==> config.mk <==
export PLATFORM = sky130hd
export DESIGN_NAME = music_player_sched_flat
export DESIGN_NICKNAME = d
export VERILOG_FILES = /design/src/rtl/music_player_sched_if.sv /design/src/rtl/music_player_sched.sv /design/src/flat_wrapper.sv
export SDC_FILE = /design/constraint.sdc
export NUM_CORES = 1
export LEC_CHECK = 0
export ABC_AREA = 1
export CAP_MARGIN = 5
export CORE_MARGIN = 2
export CORE_UTILIZATION = 59
export CTS_CLUSTER_DIAMETER = 40
export DETAILED_ROUTE_END_ITERATION = 10
export MAX_ROUTING_LAYER = met4
export PLACE_DENSITY = 0.81
export SYNTH_ARGS = -nofsm -noshare
export SYNTH_HDL_FRONTEND = slang
export SYNTH_SLANG_ARGS = --single-unit
==> constraint.sdc <==
create_clock -name clk -period 3.81 [get_ports clk]
set_clock_uncertainty 0.2 [all_clocks]
set_input_delay 0.381 -clock clk [delete_from_list [all_inputs] [get_ports clk]]
set_output_delay 0.381 -clock clk [all_outputs]
set_load 0.005 [all_outputs]
==> src/rtl/music_player_sched_if.sv <==
// music_player_sched_if: requester, ROM and speaker signals of the shared-speaker song scheduler.
// Rev 1.0
`default_nettype none

interface music_player_sched_if #(
  parameter int NUM_REQ = 4,
  parameter int ID_W    = 2,
  parameter int NOTE_AW = 6
);
  logic [NUM_REQ-1:0]      req;
  logic                    stop;
  logic [ID_W+NOTE_AW-1:0] rom_addr;
  logic [15:0]             rom_data;
  logic [NUM_REQ-1:0]      grant;
  logic                    busy;
  logic                    done;
  logic                    speaker;

  modport master (
    output req, stop, rom_data,
    input  rom_addr, grant, busy, done, speaker
  );

  modport slave (
    input  req, stop, rom_data,
    output rom_addr, grant, busy, done, speaker
  );
endinterface

`default_nettype wire

==> src/rtl/music_player_sched.sv <==
// music_player_sched: round-robin song scheduler walking a note ROM and driving a square-wave speaker.
// Rev 1.0 -- define MUSIC_GAP_EN to insert GAP_CYCLES of silence between notes.
`default_nettype none

module music_player_sched #(
  parameter int NUM_REQ     = 4,
  parameter int ID_W        = 2,
  parameter int NOTE_AW     = 6,
  parameter int BEAT_CYCLES = 1000,
  parameter int GAP_CYCLES  = 4
) (
  input  wire logic             clk,
  input  wire logic             rst,
  music_player_sched_if.slave   bus
);

  localparam int DUR_W = 4 + $clog2(BEAT_CYCLES + 1);
  localparam logic [NOTE_AW-1:0] c_NOTE_MAX = {NOTE_AW{1'b1}};
`ifdef MUSIC_GAP_EN
  localparam int GAP_W = $clog2(GAP_CYCLES + 1);
`endif

  typedef enum logic [2:0] {
    S_IDLE,
    S_FETCH,
    S_LOAD,
    S_PLAY,
`ifdef MUSIC_GAP_EN
    S_GAP,
`endif
    S_DONE
  } state_t;

  state_t                  r_state;
  logic [ID_W-1:0]         r_rr;
  logic [ID_W-1:0]         r_id;
  logic [NOTE_AW-1:0]      r_note;
  logic [ID_W+NOTE_AW-1:0] r_addr;
  logic [NUM_REQ-1:0]      r_grant;
  logic                    r_busy;
  logic                    r_done;
  logic                    r_spk;
  logic [11:0]             r_hp;
  logic [11:0]             r_tone;
  logic [DUR_W-1:0]        r_dur;
`ifdef MUSIC_GAP_EN
  logic [GAP_W-1:0]        r_gap;
`endif

  logic                    w_found;
  logic [ID_W-1:0]         w_sel;
  logic [ID_W-1:0]         w_rr_next;
  logic [NOTE_AW-1:0]      w_note_inc;
  int                      w_idx;

  // First requester at or after the round-robin pointer, wrapping around.
  always_comb begin
    w_found = 1'b0;
    w_sel   = '0;
    w_idx   = 0;
    for (int i = 0; i < NUM_REQ; i++) begin
      w_idx = int'(r_rr) + i;
      if (w_idx >= NUM_REQ) w_idx = w_idx - NUM_REQ;
      if (!w_found && bus.req[w_idx]) begin
        w_found = 1'b1;
        w_sel   = ID_W'(w_idx);
      end
    end
  end

  assign w_rr_next  = (w_sel == ID_W'(NUM_REQ - 1)) ? '0 : w_sel + 1'b1;
  assign w_note_inc = r_note + 1'b1;

  always_ff @(posedge clk) begin
    if (rst) begin
      r_state <= S_IDLE;
      r_rr    <= '0;
      r_id    <= '0;
      r_note  <= '0;
      r_addr  <= '0;
      r_grant <= '0;
      r_busy  <= 1'b0;
      r_done  <= 1'b0;
      r_spk   <= 1'b0;
      r_hp    <= '0;
      r_tone  <= '0;
      r_dur   <= '0;
`ifdef MUSIC_GAP_EN
      r_gap   <= '0;
`endif
    end else begin
      r_done <= 1'b0;
      if (bus.stop && r_state != S_IDLE && r_state != S_DONE) begin
        r_state <= S_DONE;
        r_done  <= 1'b1;
        r_spk   <= 1'b0;
      end else begin
        case (r_state)
          S_IDLE: begin
            if (w_found) begin
              r_grant <= NUM_REQ'(1) << w_sel;
              r_id    <= w_sel;
              r_note  <= '0;
              r_addr  <= {w_sel, {NOTE_AW{1'b0}}};
              r_rr    <= w_rr_next;
              r_busy  <= 1'b1;
              r_state <= S_FETCH;
            end
          end
          S_FETCH: r_state <= S_LOAD;
          S_LOAD: begin
            if (bus.rom_data[3:0] == 4'd0) begin
              r_state <= S_DONE;
              r_done  <= 1'b1;
            end else begin
              r_hp    <= bus.rom_data[15:4];
              r_tone  <= bus.rom_data[15:4] - 12'd1;
              r_dur   <= DUR_W'(bus.rom_data[3:0]) * DUR_W'(BEAT_CYCLES);
              r_state <= S_PLAY;
            end
          end
          S_PLAY: begin
            if (r_dur == DUR_W'(1)) begin
              r_spk <= 1'b0;
              if (r_note == c_NOTE_MAX) begin
                r_state <= S_DONE;
                r_done  <= 1'b1;
              end else begin
                r_note <= w_note_inc;
`ifdef MUSIC_GAP_EN
                r_gap   <= GAP_W'(GAP_CYCLES - 1);
                r_state <= S_GAP;
`else
                r_addr  <= {r_id, w_note_inc};
                r_state <= S_FETCH;
`endif
              end
            end else begin
              r_dur <= r_dur - 1'b1;
              if (r_tone == 12'd0) begin
                r_tone <= r_hp - 12'd1;
                if (r_hp != 12'd0) r_spk <= ~r_spk;
              end else begin
                r_tone <= r_tone - 12'd1;
              end
            end
          end
`ifdef MUSIC_GAP_EN
          S_GAP: begin
            if (r_gap == '0) begin
              r_addr  <= {r_id, r_note};
              r_state <= S_FETCH;
            end else begin
              r_gap <= r_gap - 1'b1;
            end
          end
`endif
          S_DONE: begin
            r_grant <= '0;
            r_busy  <= 1'b0;
            r_state <= S_IDLE;
          end
          default: r_state <= S_IDLE;
        endcase
      end
    end
  end

  assign bus.rom_addr = r_addr;
  assign bus.grant    = r_grant;
  assign bus.busy     = r_busy;
  assign bus.done     = r_done;
  // stop silences the pin in the same cycle it is raised.
  assign bus.speaker  = r_spk & ~bus.stop;

endmodule

`default_nettype wire
==> src/flat_wrapper.sv <==
// flat-port wrapper written by rule: the top's interface ports become plain ports
module music_player_sched_flat 
#(
  parameter int NUM_REQ     = 4,
  parameter int ID_W        = 2,
  parameter int NOTE_AW     = 6,
  parameter int BEAT_CYCLES = 1000,
  parameter int GAP_CYCLES  = 4
)
  (clk, rst, bus_req, bus_stop, bus_rom_data, bus_rom_addr, bus_grant, bus_busy, bus_done, bus_speaker);
  music_player_sched_if #(.NUM_REQ(NUM_REQ), .ID_W(ID_W), .NOTE_AW(NOTE_AW)) bus_i ();
  input  wire logic clk;
  input  wire logic rst;
  input wire logic [$bits(bus_i.req)-1:0] bus_req;
  input wire logic [$bits(bus_i.stop)-1:0] bus_stop;
  input wire logic [$bits(bus_i.rom_data)-1:0] bus_rom_data;
  output wire logic [$bits(bus_i.rom_addr)-1:0] bus_rom_addr;
  output wire logic [$bits(bus_i.grant)-1:0] bus_grant;
  output wire logic [$bits(bus_i.busy)-1:0] bus_busy;
  output wire logic [$bits(bus_i.done)-1:0] bus_done;
  output wire logic [$bits(bus_i.speaker)-1:0] bus_speaker;
  assign bus_i.req = bus_req;
  assign bus_i.stop = bus_stop;
  assign bus_i.rom_data = bus_rom_data;
  assign bus_rom_addr = bus_i.rom_addr;
  assign bus_grant = bus_i.grant;
  assign bus_busy = bus_i.busy;
  assign bus_done = bus_i.done;
  assign bus_speaker = bus_i.speaker;
  music_player_sched #(.NUM_REQ(NUM_REQ), .ID_W(ID_W), .NOTE_AW(NOTE_AW), .BEAT_CYCLES(BEAT_CYCLES), .GAP_CYCLES(GAP_CYCLES)) u_core (.clk(clk), .rst(rst), .bus(bus_i));
endmodule
==> metrics.csv <==
metric;value;unit
outcome;complete, no violations;
Critical Path, Cell by Cell;clkdlybuf4s50_1 > fa_1 > inv_1 > fa_1 > inv_1 > ha_1 > a21o_1 > a31oi_1 > nor2_1 > o21ai_0 > nand2_1 > o21ai_0 > nand2_1 > a21oi_1;
GRT overflow;0;
worst hold path type;flip-flop to flip-flop;
commonest non-fill, non-tap cell in the layout;nand2_1;
CP peak stage delay;0.58;ns
RSZ-0062 raised after global routing;no;
Nets;716;
CP max FO;5;
Non-Filler Instances;767;
htree depth;3;
Tot GR Track Use;0.285;
initial antenna violation count;0;
diode count;0;
drt pass-1 iters;6;
CTS Hold Bufs;0;
Worst setup SP type;input pin;
Mapped Cells;629;
detailed-route vias per instance;5.53;
critical path capture point type;flip-flop;
maximum VDD drop;0.000379;V
Seq/Total Area, Yosys;0.280;
PortBufs;37;
Rows;31;
Routed WL per cell;13.7;um
Setup TNS;0;ns
Util after Layout;0.694;
slew at the pin closest to its max-slew limit;0.874;ns
routed wire length;10.5;mm
I/O Pins;38;
DIE AREA;0.00798;mm^2
post_cts resized;0;
CTS Buf Count;9;
area grow syn2layout;15.3;%
WP data required;3.88;ns
Slew Viols, Final;0;
core area;0.00714;mm^2
Final Cycle Share;0.886;
largest net degree at the start of global routing;36;
Starting Density;0.602;
placed cells;751;
vias in the first global route;3964;
# Post-CTS Setup Buffers;0;
Post-DP HPWL;7.58;mm
share of cells above drive strength 1;0.0823;
clk buf depth;2;
Data arrival, critical path;3.44;ns
most frequent cells in the layout;nand2_1 (133), inv_1 (82), a21oi_1 (62);
Synth Net Count;682;
maxcap violations;0;
TritonCTS clock tree;done;
Seq cells post-synth;60;
DRC;0;
Routed Antenna Nets;0;
clock root cell;clkbuf_8;
kind of critical path;input pin to flip-flop;
CTS sink cnt;60;
clock latency on the worst-skew pair;0.34;ns
YS warnings;0;
final hold vios;0;
Slew Limit Headroom;0.415;
Synth Cell Area;0.00429;mm^2
minimum clock period;3.38;ns
Avg Inst Size Synth;6.83;um^2
DR iter-0 viols;308;
Final Power;0.00301;W
Die Ht;89.3;um
CP max stage cell;fa_1;
distinct cell type count of the synthesized netlist;47;
via count;4244;
global-route wire length before repair;17.2;mm
fmax;0.296;GHz
Lkg Pwr;2.18;nW
pwr/cell area;607;mW/mm^2
Die W;89.3;um
clock transition at the registers of the reported paths;0.07;ns
setup violators final;0;
GP Congestion;0.884;
[sequential cells by signal, indices dropped and copies added, names as in the netlist]
signal / count
u_core.bus.busy: 1
u_core.r_rr: 2
u_core.r_spk: 1
u_core.r_tone: 12
u_core.bus.grant: 4
u_core.r_hp: 12
u_core.r_id: 2
u_core.r_dur: 14
u_core.r_state: 3
u_core.bus.rom_addr: 8
u_core.bus.done: 1
[synth_stat cells (all sizes together)]
cell	number	area, um^2
buf	11	82.6
a21oi	64	335
a21o	2	15.0
nor3	5	25.0
o21bai	3	22.5
nand2	138	531
fa	7	140
o31ai	1	7.51
a2bb2oi	1	8.76
o21ai	57	300
a211oi	4	30.0
o221ai	1	8.76
or2	5	31.3
dfxtp	60	1200
nor4	3	25.0
a31oi	8	56.3
xnor2	2	17.5
inv	87	332
clkbuf	11	41.3
o21a	1	7.51
and2	1	6.26
o22ai	1	6.26
xor2	12	105
nand4	18	134
nor2	62	279
nand3	41	258
ha	23	288
[worst max-delay path: cells and delay by family]
kind | cells | cell delay [ns]
AO/OA/AOI/OAI | 5 | 0.83
AND/OR/NAND/NOR | 3 | 0.22
adder cells (fa/ha/maj) | 3 | 1.44
buffers and inverters | 3 | 0.56
[final cells by class]
cell class                      instances  area, um^2
Fill cell                             639        2180
Sequential cell                        60        1200
Clock buffer                           13         159
Multi-Input combinational cell        460        2640
Clock inverter                          3        68.8
Tap cell                               99         124
Inverter                               87         332
Timing Repair Buffer                   45         430
[where the power goes]
group | switching (W) | internal [W] | leakage, nW
combinational | 0.000955 | 0.000525 | 1.58
clock | 0.000260 | 0.000406 | 0.114
sequential | 0.000102 | 0.000759 | 0.488
total | 0.00132 | 0.00169 | 2.18
[kinds of logic (layout without fill, tap and decap cells)]
| logic type | count (synthesis) | after routing | share of synthesized area |
|---|---|---|---|
| buffers and inverters | 109 | 148 | 0.106 |
| flip-flops | 60 | 60 | 0.280 |
| adder cells (fa/ha/maj) | 30 | 30 | 0.0997 |
| AND/OR/NAND/NOR | 273 | 273 | 0.300 |
| AO/OA/AOI/OAI | 143 | 143 | 0.186 |
| XOR/XNOR | 14 | 14 | 0.0286 |
[metrics by stage]
step                hold WS (ns)  setup WS, ns  cell area [um^2]
floorplan                  0.229         0.755              4290
global placement           0.244         0.280              4720
detailed placement         0.259        0.0991              4720
CTS                        0.267         0.441              4950
global route               0.288         0.242              4950
finish                     0.263         0.435              4950
[final timing paths]
path	startpoint	to	slack, ns	cells past startpoint
setup / recovery	bus_rom_data[1]	u_core.r_dur[11]	0.43	14
setup reg to reg	u_core.r_tone[2]	u_core.r_tone[2]	1.19	11
hold / removal	u_core.bus.grant[0]	u_core.bus.grant[0]	0.26	2
hold reg to reg	u_core.bus.grant[0]	u_core.bus.grant[0]	0.26	2
[per-layer routing]
| layer | wire length (um) | global-route usage |
|---|---|---|
| met4 | 192 | 0.0936 |
| met5 | 0 | - |
| met1 | 4540 | 0.324 |
| met3 | 537 | 0.0600 |
| met2 | 5270 | 0.497 |
No activity file was read; power rests on OpenSTA's default activity.
